`config.mk`:
```
export PLATFORM = sky130hd
export DESIGN_NAME = id_hazard_ctrl
export DESIGN_NICKNAME = d
export VERILOG_FILES = /design/src/rtl/id_hazard_ctrl_pkg.sv /design/src/rtl/id_hazard_ctrl_fwd_pri.sv /design/src/rtl/id_hazard_ctrl.sv
export SDC_FILE = /design/constraint.sdc
export NUM_CORES = 1
export LEC_CHECK = 0
export BUFFER_PORTS_ARGS = -buffer_cell sky130_fd_sc_hd__clkbuf_2
export CAP_MARGIN = 15
export CORE_MARGIN = 4
export CORE_UTILIZATION = 45
export DETAILED_ROUTE_END_ITERATION = 16
export PLACE_DENSITY = 0.7
export SLEW_MARGIN = 20
export SYNTH_ARGS = -nofsm -noshare
export SYNTH_HDL_FRONTEND = slang
export SYNTH_SLANG_ARGS = --single-unit
```
`constraint.sdc`:
```
create_clock -name cpu_clk_50M -period 3.8 [get_ports cpu_clk_50M]
set_clock_uncertainty 0.2 [all_clocks]
set_input_delay 0.76 -clock cpu_clk_50M [delete_from_list [all_inputs] [get_ports cpu_clk_50M]]
set_output_delay 0.76 -clock cpu_clk_50M [all_outputs]
set_load 0.02 [all_outputs]
```
`src/rtl/id_hazard_ctrl_pkg.sv`:
```
// Shared encodings and sizing helpers for the decode-stage hazard controller.
package id_hazard_ctrl_pkg;
   typedef enum logic {IDLE = 1'b0, DIV_BUSY = 1'b1} hilo_state_t;

   localparam logic STOP        = 1'b1;
   localparam logic NOSTOP      = 1'b0;
   localparam logic READ_ENABLE = 1'b1;

   // Select width: 0 = regfile plus one code per producer stage.
   function automatic int sel_width(input int num_fwd);
      return (num_fwd < 1) ? 1 : $clog2(num_fwd + 1);
   endfunction
endpackage

```
`src/rtl/id_hazard_ctrl_fwd_pri.sv`:
```
// Per-operand priority encoder over producer stages; youngest matching stage wins.
module fwd_match_pri
   import id_hazard_ctrl_pkg::*;
#(
   parameter int NUM_FWD  = 2,
   parameter int LOAD_RDY = 2,
   parameter int SEL_W    = 2
) (
   input  logic                 rreg,
   input  logic [4:0]           ra,
   input  logic [NUM_FWD-1:0]   fwd_wreg,
   input  logic [5*NUM_FWD-1:0] fwd_wa,
   input  logic [NUM_FWD-1:0]   fwd_mreg,
   output logic [SEL_W-1:0]     sel,
   output logic                 load_use
);
   logic found;

   // Only the youngest match decides load-use; an older load behind a younger ALU write is shadowed.
   always_comb begin
      sel      = '0;
      load_use = 1'b0;
      found    = 1'b0;
      for (int k = 0; k < NUM_FWD; k++) begin
         if (!found && rreg == READ_ENABLE && fwd_wreg[k] &&
             fwd_wa[5*k +: 5] == ra && ra != 5'd0) begin
            found    = 1'b1;
            sel      = SEL_W'(k + 1);
            load_use = fwd_mreg[k] && (k < LOAD_RDY);
         end
      end
   end
endmodule

```
`src/rtl/id_hazard_ctrl.sv`:
```
// Decode-stage hazard/forwarding controller: per-operand forward selects, load-use and
// HILO-busy stall request, multi-cycle div tracker and saturating stall counter.
module id_hazard_ctrl
   import id_hazard_ctrl_pkg::*;
#(
   parameter int NUM_FWD    = 2,
   parameter int LOAD_RDY   = 2,
   parameter int DIV_CYCLES = 34,
   parameter int CNT_W      = 32,
   localparam int SEL_W     = sel_width(NUM_FWD)
) (
   input  logic                 cpu_clk_50M,
   input  logic                 cpu_rst,
   input  logic                 id_valid,
   input  logic                 flush,
   input  logic                 rreg1,
   input  logic                 rreg2,
   input  logic [4:0]           ra1,
   input  logic [4:0]           ra2,
   input  logic                 id_div,
   input  logic                 id_hilo_use,
   input  logic [NUM_FWD-1:0]   fwd_wreg,
   input  logic [5*NUM_FWD-1:0] fwd_wa,
   input  logic [NUM_FWD-1:0]   fwd_mreg,
   output logic [SEL_W-1:0]     fwd1_sel,
   output logic [SEL_W-1:0]     fwd2_sel,
   output logic                 stallreq_id,
   output logic                 id_issue,
   output logic                 hilo_busy,
   output logic [CNT_W-1:0]     stall_cnt
);
   localparam int DW = $clog2(DIV_CYCLES + 1);

   hilo_state_t   state;
   logic [DW-1:0] dcnt;
   logic          lu1, lu2, hilo_stall;

   fwd_match_pri #(.NUM_FWD(NUM_FWD), .LOAD_RDY(LOAD_RDY), .SEL_W(SEL_W)) u_pri1 (
      .rreg(rreg1), .ra(ra1), .fwd_wreg(fwd_wreg), .fwd_wa(fwd_wa),
      .fwd_mreg(fwd_mreg), .sel(fwd1_sel), .load_use(lu1));

   fwd_match_pri #(.NUM_FWD(NUM_FWD), .LOAD_RDY(LOAD_RDY), .SEL_W(SEL_W)) u_pri2 (
      .rreg(rreg2), .ra(ra2), .fwd_wreg(fwd_wreg), .fwd_wa(fwd_wa),
      .fwd_mreg(fwd_mreg), .sel(fwd2_sel), .load_use(lu2));

   assign hilo_busy   = (state == DIV_BUSY);
   assign hilo_stall  = id_hilo_use & hilo_busy;
   assign stallreq_id = (id_valid & ~flush & (lu1 | lu2 | hilo_stall)) ? STOP : NOSTOP;
   assign id_issue    = id_valid & ~stallreq_id & ~flush;

   // A flush only blocks this cycle's issue; a div already counting down keeps HILO busy.
   always_ff @(posedge cpu_clk_50M) begin
      if (cpu_rst) begin
         state     <= IDLE;
         dcnt      <= '0;
         stall_cnt <= '0;
      end else begin
         if (stallreq_id && stall_cnt != '1)
            stall_cnt <= stall_cnt + CNT_W'(1);
         case (state)
            IDLE: begin
               if (id_issue && id_div) begin
                  dcnt  <= DW'(DIV_CYCLES);
                  state <= DIV_BUSY;
               end
            end
            DIV_BUSY: begin
               dcnt <= dcnt - DW'(1);
               if (dcnt == DW'(1))
                  state <= IDLE;
            end
            default: state <= IDLE;
         endcase
      end
   end
endmodule

```
=== Word-level counts from Yosys, hierarchy flattened ===
Cells that the tools add are included.

* Flip-flop bits (word level): 39
* Input bits: 32
* Word-level logic and storage cells: 58
* Output and inout port bits: 39

* Multiplexer cells: 16
* Add/subtract/negate cells: 2
* Equality and inequality tests: 7
* Reductions and logical operators: 20
* Bitwise gates (word level): 10

{| class="wikitable"
|+ Operators by type and width
! cell !! count
|-
| adder 32 x 1 -> 32 bit (second input constant) || 1
|-
| != test 32 bit (second input constant) || 1
|-
| == test 5 bit || 4
|-
| logical AND 1 bit || 16
|-
| one-hot mux 6 bit (2 select lines) || 1
|-
| 2-to-1 mux 1 bit || 11
|-
| nonzero test 5 bit || 2
|-
| == test 6 x 1 -> 1 bit (second input constant) || 1
|-
| 2-to-1 mux 6 bit || 1
|-
| subtractor 6 x 1 -> 6 bit (second input constant) || 1
|-
| bitwise AND 1 bit || 5
|-
| 2-to-1 mux 2 bit || 2
|-
| inverter 1 bit || 3
|-
| logical NOT 1 bit || 2
|-
| != test 2 bit (second input constant) || 1
|-
| bitwise OR 1 bit || 2
|-
| one-hot mux 1 bit (2 select lines) || 1
|}

=== Longest topological paths before layout ===
Gate-level depths: netlist (run 1).

* Depth in word-level cells: 20
* Depth in mapped cells: 9
* Gate-level depth less buffers: 9

=== Hierarchy ===
A second synthesis (run 1) with hierarchy kept.

* Cell total of the unflattened synthesis: 277
* Area total of the unflattened synthesis: 2427.3 sq um

{| class="wikitable"
|+ Modules (own cells, without submodules)
! module !! seq. area each (sq um) !! times used !! area an instance (sq um) !! cells an instance
|-
| id_hazard_ctrl || 780.7 || 1 || 2047.0 || 235
|-
| fwd_match_pri || 0.0 || 2 || 190.2 || 21
|}

=== Worst setup path before layout (run 1) ===
Ideal clock, no wire load.

* Path type: input -> output
* Start: in ra2[1]
* End: out stallreq_id
* Stages on the path: 7
* Buffers on the path: 1
* Slack: 0.373 ns
* Arrival: 2.467 ns
* Required time: 2.840 ns
* Cell sequence: or4_1 > o21ai_1 > nor3_2 > o21a_1 > a211oi_4 > buf_2 > nor2_1

* Cells in the longest elaborated chain, start to end: 14
* Elaborated cells on any way between the ends: 17
* Classes of those cells: eq/ne: 2; mux: 4; bitwise: 3; reduce/logical: 8

{| class="wikitable"
|+ Ends and longest elaborated chain
! what !! line !! source
|-
| from (decl) || id_hazard_ctrl.sv:19 || <nowiki>input logic [4:0] ra2,</nowiki>
|-
| == test 5 bit || id_hazard_ctrl_fwd_pri.sv:26 || <nowiki>fwd_wa[5*k +: 5] == ra && ra != 5'd0) begin</nowiki>
|-
| logical AND 1 bit || id_hazard_ctrl_fwd_pri.sv:25 || <nowiki>if (!found && rreg == READ_ENABLE && fwd_wreg[k] &&</nowiki>
|-
| logical AND 1 bit || id_hazard_ctrl_fwd_pri.sv:26 ||
|-
| 2-to-1 mux 1 bit || id_hazard_ctrl_fwd_pri.sv:25 ||
|-
| logical NOT 1 bit || id_hazard_ctrl_fwd_pri.sv:25 ||
|-
| logical AND 1 bit (3 in series) || id_hazard_ctrl_fwd_pri.sv:25 ||
|-
| logical AND 1 bit || id_hazard_ctrl_fwd_pri.sv:26 ||
|-
| 2-to-1 mux 1 bit (*) || id_hazard_ctrl_fwd_pri.sv:25 ||
|-
| bitwise OR 1 bit (*) (2 in series) || id_hazard_ctrl.sv:48 || <nowiki>assign stallreq_id = (id_valid & ~flush & (lu1 | lu2 | hilo_stall)) ? STOP : NOSTOP;</nowiki>
|-
| bitwise AND 1 bit (*) || id_hazard_ctrl.sv:48 ||
|-
| 2-to-1 mux 1 bit (*) || id_hazard_ctrl.sv:48 ||
|-
| to (decl) || id_hazard_ctrl.sv:27 || <nowiki>output logic stallreq_id,</nowiki>
|}

Mark *: on every way between the ends. The rest lies on a longest branch, timed or not.

=== Worst setup path after layout (run 1) ===
* Start: in ra1[1]
* End: out stallreq_id

* Cells in the longest elaborated chain, start to end: 14
* Elaborated cells on any way between the ends: 17
* Classes of those cells: eq/ne: 2; mux: 4; bitwise: 3; reduce/logical: 8

{| class="wikitable"
|+ Ends and longest elaborated chain
! what !! line !! source
|-
| from (decl) || id_hazard_ctrl.sv:18 || <nowiki>input logic [4:0] ra1,</nowiki>
|-
| == test 5 bit || id_hazard_ctrl_fwd_pri.sv:26 ||
|-
| logical AND 1 bit || id_hazard_ctrl_fwd_pri.sv:25 ||
|-
| logical AND 1 bit || id_hazard_ctrl_fwd_pri.sv:26 ||
|-
| 2-to-1 mux 1 bit || id_hazard_ctrl_fwd_pri.sv:25 ||
|-
| logical NOT 1 bit || id_hazard_ctrl_fwd_pri.sv:25 ||
|-
| logical AND 1 bit (3 in series) || id_hazard_ctrl_fwd_pri.sv:25 ||
|-
| logical AND 1 bit || id_hazard_ctrl_fwd_pri.sv:26 ||
|-
| 2-to-1 mux 1 bit (*) || id_hazard_ctrl_fwd_pri.sv:25 ||
|-
| bitwise OR 1 bit (*) (2 in series) || id_hazard_ctrl.sv:48 ||
|-
| bitwise AND 1 bit (*) || id_hazard_ctrl.sv:48 ||
|-
| 2-to-1 mux 1 bit (*) || id_hazard_ctrl.sv:48 ||
|}

Marks and branches as above.

==> results.md, run 1 <==
- Layout cells sized above 1: 0.265
- Number of routed nets with antenna violations: 0
- FF+latch count, synth: 39
- Setup repair bufs after CTS: 0
- Register area share after synthesis: 0.328
- Post-DR wirelength/cell: 13.3 um
- Ant diodes: 0
- Status: finished clean
- GRT Overall Usage: 0.180
- Final period util: 0.897
- Hold path start: dcnt[5]
- CP Data Required Time: 2840 ps
- Fin worst setup slack: 390 ps
- Die Ht: 80.8 um
- H-tree Lvls: 2
- Mapped Avg Cell Area: 8.31 um2
- Area growth syn-to-layout: 21.1%
- Antenna violations before repair: 0
- Post-synthesis cell type with the largest combined area: dfxtp_1
- Max-slew headroom: 0.384
- Worst IR Drop VDD: 0.178 mV
- Ys flop type: dfxtp_1
- CTS root buffer: clkbuf_8
- Inst Count DP: 417
- TritonCTS clock tree: yes
- Mapped Area: 2380 um2
- Synth area leaders: dfxtp_1 33%, xnor2_1 12%, nor2_1 6.1%
- Clk sink count: 39
- Final non-filler cell total: 425
- Startpoint Class: input port
- Post-Route Setup TNS: 0 ps
- DRC viols: 0
- Clk_lat worst skew: 290 ps
- Pre-CTS WS: 275 ps
- Die area: 6530 um2
- Drt total wl: 5.65 mm
- Slew Viols, Final: 0
- Hold Path Sink: dcnt[5]
- Distinct cells, synth: 48
- Post_cts resized: 0
- Core region area: 5110 um2
- Max_cap viols: 0
- Largest net degree at the start of global routing: 47
- Worst r2r src: stall_cnt[4]
- Placer Congestion: 0.785
- Final min period: 3410 ps
- FP Rows: 26
- Hold buffer count at CTS: 0
- DRT iter0 DRCs: 143
- RSZ-0062 raised after global routing: no
- FFs w/ async S/R, synth: 0
- Top post-synthesis cells by count: 39 x dfxtp_1, 39 x nor2_1, 33 x xnor2_1
- Worst-Margin Slew: 924 ps
- Setup violations, final: 0
- Multi-input gate area in the final layout: 1500 um2
- Pwr/cell area: 287 nW/um2
- Sequential cell area: 781 um2
- Mapped Nets: 322
- CP Data Arrival Time: 2450 ps
- Vias per cell: 5.32
- Cell depth of the worst flop-to-flop path: 7
- Max Clk Rate: 293 MHz
- Reg-to-reg endpoint: stall_cnt[21]
- Setup CP Type: in2out
- EDFF count, synth: 0
- Overflow after GRT: 0
- Fill count: 509
- Final hold viol count: 0
- CP endpoint kind: output port
- Worst hold path class: reg2reg
- Finished Core Util: 0.565
- Total Nets Final: 389
- First-pass DRT Iterations: 4
- Max Buffers Root-to-Sink: 2
- Top-area cell type share of the netlist area: 0.328
- CTS clock-pin slew for the worst setup and hold paths: 70 ps
- Num CTS Buffers: 5
- Hold Path Stages: 1
- First-pass GRT wire length: 9.46 mm
- Worst-path fanout max: 4
- Top Ports: 71
- Synth Instances: 287
- Register-to-Register Setup Slack: 930 ps
- Initial core utilization: 0.467
- P_leak: 0.00111 uW
- Power, Total: 829 uW
- Vias in the first global route: 2068
- Die X: 80.8 um
- Synthesis warning total: 0
- # port buffers: 70
- DP HPWL: 4.25 mm
- Via Count: 2259
[cell type report]
class | count | share of cell area
timing repair buffer | 74 | 0.132
clock inverter | 1 | 0.00260
inverter | 9 | 0.0117
sequential | 39 | 0.270
multi-input combinational | 225 | 0.520
clock buffer | 7 | 0.0334
tap | 70 | 0.0303
[state kept, by name, indices dropped and copies added, names as in the netlist]
name / count
stall_cnt: 32
dcnt: 6
hilo_busy: 1
[critical path, stage by stage]
cell,delay [ps]
clkbuf_2,110
or4_1,520
o21ai_1,190
nand4b_1,180
o22ai_2,110
a211oi_4,320
nor2_1,100
clkbuf_2,160
[through the flow]
| step | instance area, um2 | hold slack, ps |
|---|---|---|
| 2_1_floorplan | 2380 | 244 |
| 3_3_place_gp | 2780 | 264 |
| 3_5_place_dp | 2780 | 268 |
| 4_1_cts | 2890 | 278 |
| 5_1_grt | 2890 | 307 |
| 6_report | 2890 | 275 |
[layer usage]
layer,routed length (um),part of all wire,global-route usage,vias up
met5,0,0,0,-
met4,50,0.0088,0.0405,0
met3,416,0.074,0.0543,5
met2,2510,0.44,0.291,62
met1,2680,0.47,0.238,1035
li1,-,-,-,1157
[cells by family (layout without fill, tap and decap cells)]
logic type,after synthesis,in the layout,synth area share
and+or+nand+nor,146,146,0.346
xor gates and xnor gates,41,41,0.151
DFF,39,39,0.328
AOI/OAI and AO/OA,31,31,0.0987
buffers and inverters,23,91,0.0430
muxes,4,4,0.0184
adders and majority gates,3,3,0.0157
[report_power, final]
group | leakage [uW] | switching, uW | internal (uW)
combinational | 0.000746 | 52.9 | 41.1
sequential | 0.000315 | 6.60 | 414
clock | 0.0000505 | 149 | 165
[worst max path at each step]
stage	slack, ps	startpoint	depth (start not counted)	to
2_1_floorplan	370	ra2[1]	7	stallreq_id
3_3_place_gp	350	ra2[1]	10	stall_cnt[21]
3_5_place_dp	280	ra2[1]	10	stall_cnt[21]
4_1_cts	370	ra1[1]	8	stallreq_id
5_1_grt	290	ra2[1]	8	stallreq_id
6_report	390	ra1[1]	8	stallreq_id
[cells in the final DEF, fill, tap and decap left out, types with 7 or more instances in the layout]
cell      count
clkbuf_2     70
nor2_1       39
dfxtp_1      39
xnor2_1      33
nor3_1       18
nand3_1      16
nand4_1      13
nand2_1      13
inv_1         9
xor2_1        8
and3_1        8
a21oi_1       7
clkbuf_8      7
Note: power is estimated with default switching activity, not from simulation.
==> run 2: changes to the inputs <==
Settings changed: ABC_AREA from default to 1, CORE_MARGIN 4 to 2, PLACE_DENSITY 0.7 to 0.68.
==> run 2 against run 1 <==
First-iteration DRC count is 53% higher. Flip-flop and latch count stayed put. Area after synthesis is 22% higher. Worst hold slack better by 16 ps. Register-to-register slack better by 420 ps. Sequential share of layout area is 4.0 points lower.
==> results.md, run 2 <==
- Status: finished clean
- Final min period: 3050 ps
- DP HPWL: 6.16 mm
- First-pass DRT Iterations: 4
- Clk sink count: 39
- Post-Route Setup TNS: 0 ps
- Number of routed nets with antenna violations: 0
- CP endpoint kind: output port
- Area growth syn-to-layout: 16.4%
- Top-area cell type share of the netlist area: 0.268
- Max_cap viols: 0
- Synth Instances: 491
- Final hold viol count: 0
- Slew Viols, Final: 0
- Ys flop type: dfxtp_1
- Drt total wl: 8.07 mm
- Antenna violations before repair: 0
- Mapped Avg Cell Area: 5.93 um2
- Worst hold path class: reg2reg
- TritonCTS clock tree: yes
- Worst-path cell chain: clkbuf_2 -> inv_1 -> nand2_1 -> nand2_1 -> inv_1 -> nand2_1 -> nor2_1 -> nand2_1 -> nand2_1 -> a21oi_1 -> nand2_1 -> nor3_1 -> clkbuf_2
- EDFF count, synth: 0
- Fin worst setup slack: 748 ps
- Max-slew headroom: 0.410
- Vias in the first global route: 2843
- CP Data Arrival Time: 2090 ps
- First-pass GRT wire length: 13.3 mm
- Worst Setup SP: ra1[3]
- Clk_lat worst skew: 290 ps
- Die area: 7140 um2
- Most common cell after layout, fill and taps aside: nand2_1
- Pre-CTS WS: 605 ps
- Top Ports: 71
- Max Buffers Root-to-Sink: 2
- Vias per cell: 5.25
- Die X: 84.5 um
- CTS clock-pin slew for the worst setup and hold paths: 70 ps
- Register-to-Register Setup Slack: 1350 ps
- CP Data Required Time: 2840 ps
- Die Ht: 84.5 um
- Post-DR wirelength/cell: 12.7 um
- FF+latch count, synth: 39
- Setup CP Type: in2out
- Synth area leaders: dfxtp_1 27%, nand2_1 22%, nand4_1 7.5%
- # port buffers: 70
- Top post-synthesis cells by count: 172 x nand2_1, 54 x inv_1, 47 x nor2_1
- Core region area: 6310 um2
- Startpoint Class: input port
- Hold path start: dcnt[0]
- Slowest CP cell: a21oi_1
- Mapped Nets: 526
- Pwr/cell area: 236 nW/um2
- RSZ-0062 raised after global routing: no
- Max reg flops: 32
- P_leak: 0.00159 uW
- DRT iter0 DRCs: 219
- Commonest non-fill, non-tap cells in the layout: 172 x nand2_1, 70 x clkbuf_2, 54 x inv_1
- FFs w/ async S/R, synth: 0
- Worst-path fanout max: 4
- Num CTS Buffers: 5
- Largest net degree at the start of global routing: 36
- Crit path top cell by count: nand2_1
- Setup repair bufs after CTS: 0
- Layout cells sized above 1: 0.155
- Total Nets Final: 590
- Max Clk Rate: 328 MHz
- Post-synthesis cell type with the largest combined area: dfxtp_1
- Post_cts resized: 0
- Fill count: 701
- Setup violations, final: 0
- Synthesis warning total: 0
- DP Area: 3310 um2
- Distinct cells, synth: 27
- DRC viols: 0
- Most numerous cell in the Yosys netlist: nand2_1
- Worst-Margin Slew: 877 ps
- Post-route cell area: 3390 um2
- Overflow after GRT: 0
- Via Count: 3322
- Hold buffer count at CTS: 0
- Placer Congestion: 0.948
- Register area share after synthesis: 0.268
- FP Rows: 29
- CTS root buffer: clkbuf_8
- Worst r2r src: stall_cnt[0]
- Ant diodes: 0
- Worst IR Drop VDD: 0.147 mV
- Slowest stage delay, CP: 210 ps
- GRT Overall Usage: 0.223
- Largest Register: stall_cnt
- Mapped Area: 2910 um2
- H-tree Lvls: 2
- Initial core utilization: 0.462
- Final period util: 0.803
## run 2: changes by cell type after synthesis, sizes merged, moves of 8 or more
cell and change:
and3 -8, nand2 +159, a21oi +34, xnor2 -24
xor2 +11, nand4 +23, inv +46
## run 2: logic make-up after synthesis
group,Yosys count,share of synthesized area
AND/OR/NAND/NOR,299,0.448
buffers and inverters,72,0.0992
AO/OA/AOI/OAI,50,0.0880
flip-flops,39,0.268
XOR/XNOR,28,0.0842
adder cells (fa/ha/maj),3,0.0129
## run 2: where the power goes
part / internal, uW / switching (uW)
Sequential: 414 / 6.14
Clock: 129 / 140
Combinational: 39.0 / 72.2
Total: 582 / 218
## run 2: through the flow
| stage | utilization | hold WS [ps] | power [uW] | instances |
|---|---|---|---|---|
| after floorplan | - | 254 | 500 | 491 |
| after global placement | 0.524 | 285 | 538 | 625 |
| after detailed placement | 0.524 | 289 | 540 | 625 |
| after CTS | 0.537 | 301 | 810 | 633 |
| after global routing | 0.537 | 325 | 849 | 633 |
| final | 0.537 | 291 | 800 | 633 |
## run 2: area by class of cell
class,instances,area [um2],share of cell area
repair buffers,74,380,0.112
flip-flops and latches,39,781,0.230
clock inverters,1,5.00,0.00148
clock buffers,7,76.3,0.0225
well taps,77,96.3,0.0284
inverters,55,206,0.0609
multi-input cells,380,1850,0.544
## run 2: layer usage
metal | global-route usage | part of all wire | up-vias
li1 | - | - | 1719
met1 | 0.313 | 0.47 | 1496
met2 | 0.367 | 0.46 | 97
met3 | 0.0285 | 0.057 | 10
met4 | 0.0505 | 0.0099 | 0
met5 | 0 | 0 | -
## run 2: worst paths after layout
check	endpoint	cells past startpoint
worst min-delay path	dcnt[0]	1
worst max-delay path	id_issue	13
worst min register to register	dcnt[0]	1
worst max register to register	stall_cnt[7]	9
## run 2: worst max-delay path, delay by kind of cell
family | cells | cell delay (ps)
AOI/OAI and AO/OA | 1 | 210
buffers and inverters | 4 | 460
and+or+nand+nor | 8 | 650
==> run 3: changes to the inputs <==
Clock period 3.8 ns to 2.85 ns, I/O delays scaled along.
==> run 3 against run 2 <==
Register-to-register slack got worse by 860 ps. Critical path depth decreased by 1. Global-route usage about the same. Sequential power increased by 33%. Flip-flop and latch count unchanged. Sequential share of layout area decreased by 0.49 points. Setup slack got worse by 520 ps. Highest routed layer unchanged.
==> results.md, run 3 (synthesis gave the netlist of run 2 again) <==
- Antenna violations before repair: 0
- Part of the power in registers: 0.469
- FP Rows: 29
- Final min period: 2620 ps
- CP endpoint kind: output port
- Max reg flops: 32
- Commonest non-fill, non-tap cells in the layout: 172 x nand2_1, 70 x clkbuf_2, 54 x inv_1
- Sw Ratio: 0.255
- GR Layer Usage met1: 0.320
- Hold buffer count at CTS: 0
- Worst-path cell chain: clkbuf_2 -> inv_1 -> nand2_1 -> nand2_1 -> nor2_1 -> nand2_1 -> nor2_1 -> nand2_1 -> nand2_1 -> nand2_1 -> a21boi_0 -> clkbuf_2
- Setup violations, final: 0
- RSZ-0062 raised after global routing: no
- DRT iter0 DRCs: 170
- Ant diodes: 0
- Core region area: 6310 um2
- Buf/Inv on CP: 3
- Overflow after GRT: 0
- CP Data Arrival Time: 1850 ps
- Reg-to-reg endpoint: stall_cnt[26]
- Status: finished clean
- Total Nets Final: 595
- # port buffers: 70
- Clk pwr share: 0.405
- CTS root buffer: clkbuf_8
- Setup repair bufs after CTS: 0
- Pwr/cell area: 344 nW/um2
- Max Buffers Root-to-Sink: 2
- TritonCTS clock tree: yes
- Setup CP Type: in2out
- Worst hold path class: reg2reg
- CTS clock-pin slew for the worst setup and hold paths: 80 ps
- Met3 usage: 0.0315
- GRT Overall Usage: 0.223
- Clk_lat worst skew: 290 ps
- Max_cap viols: 0
- Power Internal: 889 uW
- Hold path start: dcnt[0]
- Via Count: 3271
- Vias in the first global route: 2905
- Largest net degree at the start of global routing: 35
- Die Ht: 84.5 um
- P_leak: 0.00163 uW
- CP delay by family, top: simple AND/OR/NAND/NOR gates
- Final period util: 0.920
- Cell depth of the worst flop-to-flop path: 10
- First-pass DRT Iterations: 4
- Max-slew headroom: 0.710
- Hold Path Sink: dcnt[0]
- Crit path top cell by count: nand2_1
- Register-to-Register Setup Slack: 490 ps
- H-tree Lvls: 2
- Vias per cell: 5.13
- Worst-path fanout max: 4
- Post-Route Setup TNS: 0 ps
- Max Clk Rate: 381 MHz
- Initial core utilization: 0.462
- Worst r2r src: stall_cnt[0]
- Die area: 7140 um2
- Clk sink count: 39
- Placer Congestion: 0.898
- CP Data Required Time: 2080 ps
- Hold Path Stages: 1
- Drt total wl: 7.82 mm
- First-pass GRT wire length: 13.3 mm
- Largest Register: stall_cnt
- Top Ports: 71
- Worst IR Drop VDD: 0.266 mV
- Worst-Margin Slew: 431 ps
- Slew Viols, Final: 0
- Sw Pwr: 304 uW
- Logic pwr share: 0.126
- Die X: 84.5 um
- Post_cts resized: 0
- Final hold viol count: 0
- DP HPWL: 6.15 mm
- Fill count: 666
- Busiest grt layer: met2
- Most common cell after layout, fill and taps aside: nand2_1
- Area growth syn-to-layout: 18.9%
- Slowest stage delay, CP: 270 ps
- Layout cells sized above 1: 0.166
- Post-DR wirelength/cell: 12.3 um
- Slowest CP cell: a21boi_0
- Num CTS Buffers: 5
- Startpoint Class: input port
- Hold slack: 282 ps
- Global-route track usage on met2: 0.354
- Number of routed nets with antenna violations: 0
- DRC viols: 0
==> run 3: changes by cell type in the layout (fill, tap and decap cells not counted), sizes merged <==
cell	previous run	this run
buf	4	9
bufinv	0	1
clkbuf	77	76
==> run 3: cell type report <==
cell class / instances / area [um2] / share of cell area
well taps: 77 / 96.3 / 0.0278
clock inverters: 2 / 35.0 / 0.0101
clock buffers: 6 / 82.6 / 0.0238
flip-flops and latches: 39 / 781 / 0.225
repair buffers: 79 / 418 / 0.121
multi-input cells: 380 / 1850 / 0.533
inverters: 55 / 206 / 0.0596
==> run 3: worst max path at each step <==
stage,startpoint,to,slack [ps],depth (start not counted)
global placement,ra2[0],stallreq_id,240,12
detailed placement,ra2[0],stallreq_id,230,12
global route,ra1[3],stallreq_id,7,13
finish,ra2[0],stallreq_id,230,12
floorplan,ra1[0],id_issue,110,10
CTS,ra2[0],stallreq_id,220,12
==> run 3: power by group through the flow <==
| stage | logic (uW) | registers [uW] | clock network [uW] |
|---|---|---|---|
| 2_1_floorplan | 96.0 | 571 | 0 |
| 3_3_place_gp | 148 | 572 | 0 |
| 3_5_place_dp | 150 | 573 | 0 |
| 4_1_cts | 150 | 560 | 498 |
| 5_1_grt | 172 | 561 | 523 |
| 6_report | 150 | 560 | 483 |
==> run 3: per-stage QoR <==
step / instance area, um2 / total power (uW) / setup WS, ps / utilization / instances
after floorplan: 2910 / 667 / 114 / - / 491
after global placement: 3350 / 720 / 242 / 0.530 / 630
after detailed placement: 3350 / 722 / 227 / 0.530 / 630
after CTS: 3470 / 1210 / 222 / 0.549 / 638
after global routing: 3470 / 1260 / 7.33 / 0.549 / 638
final: 3470 / 1190 / 229 / 0.549 / 638
==> run 3: layer usage <==
metal | routed length, um | part of all wire
met1 | 3800 | 0.49
met2 | 3410 | 0.44
met3 | 481 | 0.062
met4 | 125 | 0.016
met5 | 0 | 0
